[src/rtl/m_uart_pkg.sv]
// Shared constants for the 16x-oversampled UART receiver: FSM encodings,
// sample/decision tick indices and the majority helper.
package m_uart_pkg;

    localparam int OVERSAMPLE = 16;

    localparam logic [3:0] SAMPLE_A   = 4'd7;
    localparam logic [3:0] SAMPLE_B   = 4'd8;
    localparam logic [3:0] SAMPLE_C   = 4'd9;
    localparam logic [3:0] DECIDE_IDX = SAMPLE_C;

    localparam logic [2:0] ST_IDLE   = 3'd0;
    localparam logic [2:0] ST_START  = 3'd1;
    localparam logic [2:0] ST_DATA   = 3'd2;
    localparam logic [2:0] ST_PARITY = 3'd3;
    localparam logic [2:0] ST_STOP   = 3'd4;

    function automatic logic maj3(input logic a, input logic b, input logic c);
        return (a & b) | (a & c) | (b & c);
    endfunction

endpackage

[src/rtl/m_rx_filter.sv]
// Line conditioning for the UART receiver: 2-FF synchronizer, registered
// falling-edge detector and 3-sample majority voter around the bit centre.
module m_rx_filter
    import m_uart_pkg::*;
(
    input  logic       clk,
    input  logic       reset_n,
    input  logic       baud16_tick,
    input  logic [3:0] tcnt,
    input  logic       rxd,
    output logic       rxd_sync,
    output logic       edge_fall,
    output logic       bit_vote
);

    logic sync1_q, sync1_d;
    logic sync2_q, sync2_d;
    logic prev_q, prev_d;
    logic fall_q, fall_d;
    logic samp_a_q, samp_a_d;
    logic samp_b_q, samp_b_d;

    always_comb begin
        sync1_d  = rxd;
        sync2_d  = sync1_q;
        prev_d   = sync2_q;
        fall_d   = prev_q & ~sync2_q;
        samp_a_d = samp_a_q;
        samp_b_d = samp_b_q;
        if (baud16_tick && tcnt == SAMPLE_A) samp_a_d = sync2_q;
        if (baud16_tick && tcnt == SAMPLE_B) samp_b_d = sync2_q;
    end

    always_ff @(posedge clk or negedge reset_n) begin
        if (!reset_n) begin
            sync1_q  <= 1'b1;
            sync2_q  <= 1'b1;
            prev_q   <= 1'b1;
            fall_q   <= 1'b0;
            samp_a_q <= 1'b1;
            samp_b_q <= 1'b1;
        end else begin
            sync1_q  <= sync1_d;
            sync2_q  <= sync2_d;
            prev_q   <= prev_d;
            fall_q   <= fall_d;
            samp_a_q <= samp_a_d;
            samp_b_q <= samp_b_d;
        end
    end

    assign rxd_sync  = sync2_q;
    assign edge_fall = fall_q;
    // Third sample is the live synchronized line, taken on the deciding tick.
    assign bit_vote  = maj3(samp_a_q, samp_b_q, sync2_q);

endmodule

[src/rtl/m_uart_rx.sv]
// UART receiver, 1 start / DATA_BITS data LSB-first / optional parity / 1 stop,
// 16x oversampled on baud16_tick. Parity is compiled in by M_UART_RX_PARITY_EN.
module m_uart_rx
    import m_uart_pkg::*;
#(
    parameter int DATA_BITS  = 8,
    parameter int PARITY_ODD = 0
) (
    input  logic                 clk,
    input  logic                 reset_n,
    input  logic                 baud16_tick,
    input  logic                 rxd,
    output logic [DATA_BITS-1:0] rx_data,
    output logic                 rx_valid,
    output logic                 rx_frame_err,
    output logic                 rx_parity_err,
    output logic                 rx_busy
);

    localparam logic [2:0] LAST_BIT = 3'(DATA_BITS - 1);

    logic [2:0]           state_q, state_d;
    logic [3:0]           tcnt_q, tcnt_d;
    logic [2:0]           bidx_q, bidx_d;
    logic [DATA_BITS-1:0] shift_q, shift_d;
    logic [DATA_BITS-1:0] data_q, data_d;
    logic                 valid_q, valid_d;
    logic                 ferr_q, ferr_d;
`ifdef M_UART_RX_PARITY_EN
    logic                 par_bad_q, par_bad_d;
    logic                 perr_q, perr_d;
`endif

    logic rxd_sync;
    logic edge_fall;
    logic bit_vote;
    logic decide;

    m_rx_filter u_filter (
        .clk         (clk),
        .reset_n     (reset_n),
        .baud16_tick (baud16_tick),
        .tcnt        (tcnt_q),
        .rxd         (rxd),
        .rxd_sync    (rxd_sync),
        .edge_fall   (edge_fall),
        .bit_vote    (bit_vote)
    );

    assign decide = baud16_tick && (tcnt_q == DECIDE_IDX);

    always_comb begin
        state_d = state_q;
        tcnt_d  = tcnt_q;
        bidx_d  = bidx_q;
        shift_d = shift_q;
        data_d  = data_q;
        valid_d = 1'b0;
        ferr_d  = 1'b0;
`ifdef M_UART_RX_PARITY_EN
        par_bad_d = par_bad_q;
        perr_d    = 1'b0;
`endif
        if (state_q != ST_IDLE && baud16_tick) tcnt_d = tcnt_q + 4'd1;

        case (state_q)
            ST_IDLE: begin
                // Only a fresh high-to-low edge starts a frame; a held-low line is ignored.
                if (edge_fall && rxd_sync == 1'b0) begin
                    state_d = ST_START;
                    tcnt_d  = 4'd0;
                end
            end
            ST_START: begin
                if (decide) begin
                    if (bit_vote) begin
                        state_d = ST_IDLE;
                    end else begin
                        state_d = ST_DATA;
                        bidx_d  = 3'd0;
                    end
                end
            end
            ST_DATA: begin
                if (decide) begin
                    shift_d = {bit_vote, shift_q[DATA_BITS-1:1]};
                    if (bidx_q == LAST_BIT) begin
`ifdef M_UART_RX_PARITY_EN
                        state_d = ST_PARITY;
`else
                        state_d = ST_STOP;
`endif
                    end else begin
                        bidx_d = bidx_q + 3'd1;
                    end
                end
            end
`ifdef M_UART_RX_PARITY_EN
            ST_PARITY: begin
                if (decide) begin
                    par_bad_d = bit_vote ^ (^shift_q) ^ PARITY_ODD[0];
                    state_d   = ST_STOP;
                end
            end
`endif
            ST_STOP: begin
                if (decide) begin
                    data_d  = shift_q;
                    valid_d = 1'b1;
                    ferr_d  = ~bit_vote;
`ifdef M_UART_RX_PARITY_EN
                    perr_d  = par_bad_q;
`endif
                    state_d = ST_IDLE;
                end
            end
            default: state_d = ST_IDLE;
        endcase
    end

    always_ff @(posedge clk or negedge reset_n) begin
        if (!reset_n) begin
            state_q <= ST_IDLE;
            tcnt_q  <= 4'd0;
            bidx_q  <= 3'd0;
            shift_q <= '0;
            data_q  <= '0;
            valid_q <= 1'b0;
            ferr_q  <= 1'b0;
`ifdef M_UART_RX_PARITY_EN
            par_bad_q <= 1'b0;
            perr_q    <= 1'b0;
`endif
        end else begin
            state_q <= state_d;
            tcnt_q  <= tcnt_d;
            bidx_q  <= bidx_d;
            shift_q <= shift_d;
            data_q  <= data_d;
            valid_q <= valid_d;
            ferr_q  <= ferr_d;
`ifdef M_UART_RX_PARITY_EN
            par_bad_q <= par_bad_d;
            perr_q    <= perr_d;
`endif
        end
    end

    assign rx_data      = data_q;
    assign rx_valid     = valid_q;
    assign rx_frame_err = ferr_q;
    assign rx_busy      = (state_q != ST_IDLE);
`ifdef M_UART_RX_PARITY_EN
    assign rx_parity_err = perr_q;
`else
    assign rx_parity_err = 1'b0;
`endif

endmodule

[config.mk]
export PLATFORM = sky130hd
export DESIGN_NAME = m_uart_rx
export DESIGN_NICKNAME = d
export VERILOG_FILES = /design/src/rtl/m_uart_pkg.sv /design/src/rtl/m_rx_filter.sv /design/src/rtl/m_uart_rx.sv
export SDC_FILE = /design/constraint.sdc
export NUM_CORES = 1
export LEC_CHECK = 0
export BUFFER_PORTS_ARGS = -buffer_cell sky130_fd_sc_hd__buf_2
export CAP_MARGIN = 20
export CORE_ASPECT_RATIO = 1.25
export CORE_MARGIN = 2
export CORE_UTILIZATION = 55
export CTS_BUF_LIST = sky130_fd_sc_hd__clkbuf_16
export DETAILED_ROUTE_END_ITERATION = 8
export PLACE_DENSITY = 0.87
export REMOVE_ABC_BUFFERS = 1
export SETUP_SLACK_MARGIN = 0.05
export SLEW_MARGIN = 5
export SYNTH_ARGS = -nofsm -noshare
export SYNTH_HDL_FRONTEND = slang
export SYNTH_SLANG_ARGS = --single-unit
[constraint.sdc]
create_clock -name clk -period 4.15 [get_ports clk]
set_input_delay 1.0375 -clock clk [delete_from_list [all_inputs] [get_ports clk]]
set_output_delay 1.0375 -clock clk [all_outputs]
set_load 0.005 [all_outputs]
==> metrics.txt, run 1 <==
# TYPE chip_impl_metric gauge
chip_impl_info{name="synth_ff_type",value="dfrtp_1"} 1
chip_impl_metric{name="viasPerCell",unit=""} 5.602
chip_impl_info{name="grt_setup_unrepaired",value="false"} 1
chip_impl_metric{name="synth_cells",unit=""} 115
chip_impl_info{name="criticalPathCategory",value="flop to primary output"} 1
chip_impl_metric{name="min_period_over_period",unit="%"} 60.18
chip_impl_metric{name="fillers",unit=""} 205
chip_impl_metric{name="final_layout_size_suffix_gt1_share",unit="%"} 39.39
chip_impl_metric{name="worst_pin_slew",unit="ns"} 0.8630
chip_impl_metric{name="dieWidth",unit="µm"} 51.64
chip_impl_metric{name="antenna_found_initial",unit=""} 0
chip_impl_info{name="post_synth_main_area_contributors",value="dfrtp_1 (47%), mux2_2 (8.7%), dfstp_2 (8.4%)"} 1
chip_impl_info{name="cts_tree",value="yes"} 1
chip_impl_info{name="crit-reg2reg-launch",value="tcnt_q[1]"} 1
chip_impl_metric{name="firstDrtPassIters",unit=""} 3
chip_impl_info{name="critical-path-top-delay-family",value="simple AND/OR/NAND/NOR gates"} 1
chip_impl_metric{name="cts-htree-levels",unit=""} 2
chip_impl_metric{name="grtUsageMet1",unit="%"} 20.63
chip_impl_metric{name="worst-path-buf-inv",unit=""} 1
chip_impl_metric{name="achievable-frequency",unit="MHz"} 400.4
chip_impl_metric{name="global_route.overflow_total",unit=""} 0
chip_impl_metric{name="finalWorstPathRequiredPeriod",unit="ns"} 2.498
chip_impl_metric{name="synth_area_per_cell",unit="µm²"} 13.57
chip_impl_metric{name="rows",unit=""} 21
chip_impl_metric{name="synth-edff-count",unit=""} 0
chip_impl_metric{name="die_area",unit="mm²"} 0.003282
chip_impl_metric{name="core-area",unit="mm²"} 0.002680
chip_impl_metric{name="place.port_buffers",unit=""} 14
chip_impl_metric{name="grt_usage",unit="%"} 18.20
chip_impl_metric{name="routabilityCongestion",unit=""} 0.7406
chip_impl_metric{name="post-cts-setup-buffer-count",unit=""} 0
chip_impl_metric{name="post_synth_cell_types",unit=""} 38
chip_impl_metric{name="postCtsResizedCells",unit=""} 0
chip_impl_metric{name="tritoncts_num_sinks",unit=""} 34
chip_impl_metric{name="number_of_global_route_vias_before_repair",unit=""} 938
chip_impl_metric{name="report.final.setup_viol",unit=""} 0
chip_impl_info{name="crit_path_top_delay_cell",value="or3_1"} 1
chip_impl_info{name="synth.largest_area_cell",value="dfrtp_1"} 1
chip_impl_metric{name="largest_net_degree_at_the_start_of_global_routing",unit=""} 35
chip_impl_metric{name="grt_first_pass_wirelength",unit="µm"} 4353
chip_impl_metric{name="cp.required",unit="ns"} 3.11
chip_impl_metric{name="post-synth-top-area-fraction",unit="%"} 46.51
chip_impl_info{name="ordered_cell_list_for_the_critical_path",value="or3_1, buf_2"} 1
chip_impl_metric{name="register_area",unit="µm²"} 857.1
chip_impl_metric{name="insertedDiodeCount",unit=""} 0
chip_impl_metric{name="detailedPlacementHpwl",unit="µm"} 1794
chip_impl_metric{name="syn_area",unit="mm²"} 0.001560
chip_impl_info{name="clock_tree_root",value="clkbuf_16"} 1
chip_impl_metric{name="grt_util_met3",unit="%"} 4.976
chip_impl_metric{name="dieHeight",unit="µm"} 63.55
chip_impl_metric{name="area_delta_synth_final",unit="%"} 14.19
chip_impl_metric{name="io-pin-count",unit=""} 16
chip_impl_metric{name="cts.path.max_buffers",unit=""} 2
chip_impl_metric{name="total_negative_setup_slacks",unit="ns"} 0
chip_impl_metric{name="final_net_count",unit=""} 140
chip_impl_metric{name="drv.max_cap_violation_count",unit=""} 0
chip_impl_metric{name="timing.slew.headroom",unit="%"} 41.66
chip_impl_info{name="critical_path.startpoint",value="state_q[1]"} 1
chip_impl_info{name="worstHoldStart",value="u_filter.sync1_q"} 1
chip_impl_metric{name="finish.instance_area",unit="mm²"} 0.001782
chip_impl_metric{name="met2_usage",unit="%"} 32.21
chip_impl_info{name="yosys.cell_count.top_type",value="dfrtp_1"} 1
chip_impl_metric{name="worst_ir_drop_vdd",unit="mV"} 0.4867
chip_impl_info{name="min_path_type",value="flop to flop"} 1
chip_impl_info{name="setup.worst_path.start_class",value="flop"} 1
chip_impl_metric{name="numCtsBuffers",unit=""} 5
chip_impl_metric{name="skew",unit="ns"} 0.001949
chip_impl_metric{name="final_hold_viol_count",unit=""} 0
chip_impl_metric{name="synth_sequential_area_ratio",unit="%"} 54.93
chip_impl_info{name="synth.cells.most_frequent",value="dfrtp_1 (29), mux2_2 (12), nand2_1 (9), mux2_4 (8)"} 1
chip_impl_metric{name="post_synthesis_register_bit_count",unit=""} 34
chip_impl_metric{name="vias",unit=""} 930
chip_impl_metric{name="worst_skew_pair.late_latency",unit="ns"} 0.27
chip_impl_metric{name="drv_slew",unit=""} 0
chip_impl_info{name="result_of_the_run",value="completed"} 1
chip_impl_metric{name="pwr_density_cell",unit="mW/mm²"} 534.9
chip_impl_metric{name="wl_per_cell",unit="µm"} 15.67
chip_impl_metric{name="worstPathMaxFanout",unit=""} 9
chip_impl_metric{name="multi_input_area",unit="µm²"} 659.4
chip_impl_info{name="top_usage_layer",value="met2"} 1
chip_impl_metric{name="remaining_drc_errors",unit=""} 0
chip_impl_metric{name="cts.reportedPaths.clkPinSlew",unit="ns"} 0.05
chip_impl_info{name="cp_capture_type",value="primary output"} 1
chip_impl_metric{name="asyncSetResetFlopFracSynth",unit="%"} 100.0
chip_impl_metric{name="critPathMaxStageDelay",unit="ns"} 0.55
chip_impl_metric{name="cts_hold_repair.buffers",unit=""} 0
chip_impl_metric{name="route.final.wire_length",unit="µm"} 2602
chip_impl_metric{name="worst-endpoint-arrival",unit="ns"} 1.46
chip_impl_metric{name="leakage",unit="nW"} 0.9118
chip_impl_metric{name="start_util",unit="%"} 58.22
chip_impl_metric{name="initial_detailed_routing_violation_count",unit=""} 22
chip_impl_metric{name="dpl_cell_area",unit="mm²"} 0.001640
chip_impl_metric{name="ys_warn_count",unit=""} 0
chip_impl_metric{name="postRouteAntennaNets",unit=""} 0
power by group:
part / switching (W) / internal (W) / total, W / leakage (nW)
registers: 0.0000467 / 0.000382 / 0.000428 / 0.431
clock network: 0.000128 / 0.000218 / 0.000347 / 0.0672
logic: 0.0000913 / 0.0000870 / 0.000178 / 0.413
total: 0.000266 / 0.000687 / 0.000953 / 0.912
layout make-up:
type | instances | share of cell area [%]
multi-input cells | 73 | 37.01
flip-flops and latches | 34 | 48.10
repair buffers | 14 | 3.933
clock inverters | 3 | 0.9129
well taps | 34 | 2.388
clock buffers | 5 | 7.022
inverters | 3 | 0.6320
state kept, by name, indices dropped and copies added, names as in the netlist:
register / cells
u_filter.rxd_sync: 1
u_filter.edge_fall: 1
u_filter.sync1_q: 1
rx_frame_err: 1
bidx_q: 3
tcnt_q: 4
u_filter.samp_a_q: 1
shift_q: 8
rx_valid: 1
rx_data: 8
u_filter.prev_q: 1
state_q: 3
u_filter.samp_b_q: 1
worst paths after layout:
path | end | cells past startpoint | slack, ns
min reg2reg | u_filter.rxd_sync | 0 | 0.35
max reg2reg | rx_data[4] | 5 | 2.17
min in group asynchronous | rx_data[0] | 1 | 0.82
min | u_filter.rxd_sync | 0 | 0.35
max in group asynchronous | shift_q[6] | 1 | 2.88
max | rx_busy | 2 | 1.65
cell families (layout without fill, tap and decap cells):
logic type	after synthesis	after routing	share of synthesized area [%]
compound gates	9	9	4.250
flops	34	34	54.93
fa+ha+maj	6	6	4.651
other cells	1	1	0.2403
simple gates	34	34	14.76
mux	23	23	18.36
buf+inv	8	25	2.806
metrics by stage:
| stage | hold slack (ns) | instances | utilization (%) | total power [W] | worst slack [ns] |
|---|---|---|---|---|---|
| 5_1_grt | 0.3611 | 166 | 66.48 | 0.001005 | 1.589 |
| 4_1_cts | 0.3559 | 166 | 66.48 | 0.0009629 | 1.652 |
| 3_5_place_dp | 0.3482 | 158 | 61.20 | 0.0006115 | 1.660 |
| 3_3_place_gp | 0.3476 | 158 | 61.20 | 0.0005955 | 1.717 |
| 6_report | 0.3545 | 166 | 66.48 | 0.0009530 | 1.652 |
| 2_1_floorplan | 0.3452 | 110 | - | 0.0005593 | 1.965 |
worst register-to-register path: cells and delay by family, from the launching register on:
kind	cells	cell delay (ns)
buffers and inverters	1	0.11
muxes	1	0.39
DFF	1	0.40
adders and majority gates	1	0.21
and+or+nand+nor	2	0.75
cell usage in the layout, fill, tap and decap left out, drive strengths merged, types with 2 or more instances in the layout:
cell / n
dfrtp: 29
mux2: 21
buf: 14
nand2: 10
ha: 5
clkbuf: 5
dfstp: 5
inv: 3
or3: 3
nor2b: 3
nand3: 3
o211ai: 3
nand4b: 3
mux2i: 2
a22o: 2
nor2: 2
nor4b: 2
clkinv: 2
routing by layer:
layer	vias up	routed length [µm]	share of wire (%)
li1	439	-	-
met1	470	1092	42
met2	16	1402	54
met3	5	71	2.7
met4	0	36	1.4
met5	-	0	0
No activity file was read; power rests on OpenSTA's default activity.
==> inputs of run 2 (changes only) <==
--- a/config.mk
+++ b/config.mk
@@ -9,10 +9,10 @@
 export CAP_MARGIN = 20
 export CORE_ASPECT_RATIO = 1.25
 export CORE_MARGIN = 2
-export CORE_UTILIZATION = 55
+export CORE_UTILIZATION = 51
 export CTS_BUF_LIST = sky130_fd_sc_hd__clkbuf_16
 export DETAILED_ROUTE_END_ITERATION = 8
-export PLACE_DENSITY = 0.87
+export PLACE_DENSITY = 0.85
 export REMOVE_ABC_BUFFERS = 1
 export SETUP_SLACK_MARGIN = 0.05
 export SLEW_MARGIN = 5
==> constraint.sdc (replaced) <==
create_clock -name clk -period 2.1 [get_ports clk]
set_input_delay 0.525 -clock clk [delete_from_list [all_inputs] [get_ports clk]]
set_output_delay 0.525 -clock clk [all_outputs]
set_load 0.005 [all_outputs]
==> metrics.txt, run 2 (synthesized netlist as in run 1, its figures left out) <==
# TYPE chip_impl_metric gauge
chip_impl_info{name="result_of_the_run",value="completed"} 1
chip_impl_metric{name="numCtsBuffers",unit=""} 5
chip_impl_info{name="cp_capture_type",value="primary output"} 1
chip_impl_metric{name="finish.instance_area",unit="mm²"} 0.001818
chip_impl_metric{name="place.port_buffers",unit=""} 14
chip_impl_metric{name="core-area",unit="mm²"} 0.002918
chip_impl_metric{name="final_hold_viol_count",unit=""} 0
chip_impl_metric{name="cts.reportedPaths.clkPinSlew",unit="ns"} 0.05
chip_impl_metric{name="design_internal_power",unit="W"} 0.001492
chip_impl_metric{name="area_delta_synth_final",unit="%"} 16.52
chip_impl_metric{name="grt_usage",unit="%"} 17.06
chip_impl_metric{name="seqPwrFrac",unit="%"} 42.3
chip_impl_metric{name="post-cts-setup-buffer-count",unit=""} 0
chip_impl_metric{name="largest_net_degree_at_the_start_of_global_routing",unit=""} 35
chip_impl_metric{name="cts.path.max_buffers",unit=""} 2
chip_impl_info{name="capturing_point_of_the_worst_reg2reg_path",value="bidx_q[0]"} 1
chip_impl_metric{name="cts-htree-levels",unit=""} 2
chip_impl_metric{name="leakage",unit="nW"} 0.9337
chip_impl_metric{name="initial_detailed_routing_violation_count",unit=""} 15
chip_impl_metric{name="final_layout_size_suffix_gt1_share",unit="%"} 39.85
chip_impl_metric{name="number_of_global_route_vias_before_repair",unit=""} 935
chip_impl_metric{name="start_util",unit="%"} 53.47
chip_impl_metric{name="firstDrtPassIters",unit=""} 4
chip_impl_metric{name="wl_per_cell",unit="µm"} 14.58
chip_impl_metric{name="rows",unit=""} 22
chip_impl_info{name="clock_tree_root",value="clkbuf_16"} 1
chip_impl_metric{name="cp.required",unit="ns"} 1.57
chip_impl_metric{name="regToRegSetupSlack",unit="ns"} 0.20
chip_impl_metric{name="power_switching",unit="W"} 0.0005098
chip_impl_info{name="grt_setup_unrepaired",value="false"} 1
chip_impl_metric{name="power.clock.fraction",unit="%"} 39.0
chip_impl_info{name="setup.worst_path.start_class",value="flop"} 1
chip_impl_metric{name="fin_ws",unit="ns"} 0.1191
chip_impl_metric{name="detailedPlacementHpwl",unit="µm"} 1779
chip_impl_info{name="cts_tree",value="yes"} 1
chip_impl_metric{name="global_route.overflow_total",unit=""} 0
chip_impl_metric{name="vias",unit=""} 939
chip_impl_metric{name="routabilityCongestion",unit=""} 0.7278
chip_impl_metric{name="tritoncts_num_sinks",unit=""} 34
chip_impl_metric{name="final_core_utilization",unit="%"} 62.31
chip_impl_metric{name="antenna_found_initial",unit=""} 0
chip_impl_metric{name="postRouteAntennaNets",unit=""} 0
chip_impl_metric{name="drv.max_cap_violation_count",unit=""} 0
chip_impl_metric{name="remaining_drc_errors",unit=""} 0
chip_impl_metric{name="power.share.switching",unit="%"} 25.47
chip_impl_metric{name="dpl_cell_area",unit="mm²"} 0.001650
chip_impl_metric{name="achievable-frequency",unit="MHz"} 504.8
chip_impl_metric{name="io-pin-count",unit=""} 16
chip_impl_metric{name="critPathMaxStageDelay",unit="ns"} 0.55
chip_impl_info{name="most-common-layout-cells",value="dfrtp_1 (29), buf_2 (14), mux2_2 (12), nand2_1 (9), mux2_4 (8)"} 1
chip_impl_info{name="crit_path_top_delay_cell",value="or3_1"} 1
chip_impl_info{name="critical_path.startpoint",value="state_q[1]"} 1
chip_impl_info{name="ordered_cell_list_for_the_critical_path",value="or3_1, buf_2"} 1
chip_impl_metric{name="min_period_over_period",unit="%"} 94.33
chip_impl_metric{name="postCtsResizedCells",unit=""} 0
chip_impl_metric{name="worst_skew_pair.late_latency",unit="ns"} 0.27
chip_impl_metric{name="grt_first_pass_wirelength",unit="µm"} 4319
chip_impl_metric{name="skew",unit="ns"} 0.005179
chip_impl_info{name="criticalPathCategory",value="flop to primary output"} 1
chip_impl_info{name="mostFrequentLayoutCell",value="dfrtp_1"} 1
chip_impl_metric{name="worstPathMaxFanout",unit=""} 9
chip_impl_info{name="min_path_type",value="input port to async pin"} 1
chip_impl_metric{name="dpl_worst_slack",unit="ns"} 0.1170
chip_impl_metric{name="timing.slew.headroom",unit="%"} 51.45
chip_impl_metric{name="worst-endpoint-arrival",unit="ns"} 1.46
chip_impl_metric{name="combPwrFrac",unit="%"} 18.6
chip_impl_info{name="crit_end",value="rx_busy"} 1
chip_impl_metric{name="insertedDiodeCount",unit=""} 0
chip_impl_metric{name="report.final.setup_viol",unit=""} 0
chip_impl_metric{name="drv_slew",unit=""} 0
chip_impl_metric{name="dieWidth",unit="µm"} 53.47
chip_impl_metric{name="viasPerCell",unit=""} 5.556
chip_impl_metric{name="worst_pin_slew",unit="ns"} 0.7282
chip_impl_metric{name="total_negative_setup_slacks",unit="ns"} 0
chip_impl_metric{name="final_net_count",unit=""} 141
chip_impl_metric{name="worst_ir_drop_vdd",unit="mV"} 0.7496
chip_impl_metric{name="cts_hold_repair.buffers",unit=""} 0
chip_impl_metric{name="finalWorstPathRequiredPeriod",unit="ns"} 1.981
chip_impl_metric{name="die_area",unit="mm²"} 0.003520
chip_impl_metric{name="pwr_density_cell",unit="mW/mm²"} 1101
chip_impl_metric{name="r2r_cells",unit=""} 5
chip_impl_metric{name="dieHeight",unit="µm"} 65.84
chip_impl_metric{name="route.final.wire_length",unit="µm"} 2464
chip_impl_info{name="crit-reg2reg-launch",value="bidx_q[0]"} 1
run 2: how the worst min path moves through the flow:
stage	startpoint	depth (start not counted)	endpoint	slack [ns]
6_report	reset_n	1	rx_data[3]	0.32
5_1_grt	rxd	1	u_filter.sync1_q	0.34
4_1_cts	reset_n	1	rx_data[3]	0.33
3_5_place_dp	u_filter.sync1_q	0	u_filter.rxd_sync	0.35
3_3_place_gp	u_filter.sync1_q	0	u_filter.rxd_sync	0.35
2_1_floorplan	reset_n	0	bidx_q[0]	0.23
run 2: critical path: cells and delay by family, from the launching register on:
| family | cells | cell delay, ns |
|---|---|---|
| flip-flops | 1 | 0.44 |
| AND/OR/NAND/NOR | 1 | 0.55 |
| buffers and inverters | 1 | 0.19 |
run 2: stage by stage:
step	instances	total power, W	hold WS [ns]
floorplan	110	0.001105	0.2294
global route	169	0.002116	0.3423
CTS	169	0.002030	0.3326
detailed placement	161	0.001229	0.3490
global placement	161	0.001194	0.3462
finish	169	0.002002	0.3166
run 2: final cells by class:
| type | instances | area, µm² |
|---|---|---|
| Multi-Input combinational cell | 73 | 664.4 |
| Inverter | 3 | 11.26 |
| Clock buffer | 5 | 125.1 |
| Tap cell | 36 | 45.04 |
| Sequential cell | 34 | 857.1 |
| Timing Repair Buffer | 15 | 77.57 |
| Fill cell | 243 | 1100 |
| Clock inverter | 3 | 37.54 |
run 2: power groups by stage:
stage               logic, W  registers, W  clock network, W
finish              0.000373      0.000847          0.000782
CTS                 0.000377      0.000845          0.000808
global route        0.000422      0.000859          0.000834
floorplan           0.000274      0.000831                 0
detailed placement  0.000374      0.000854                 0
global placement    0.000348      0.000846                 0
run 2: per-layer routing:
metal / part of all wire [%] / wire length (µm) / global-route usage [%] / vias to the layer above
li1: - / - / - / 442
met1: 40 / 987 / 19.97 / 470
met2: 54 / 1336 / 28.86 / 25
met3: 5.0 / 124 / 6.787 / 2
met4: 0.65 / 16 / 3.846 / 0
met5: 0 / 0 / 0 / -
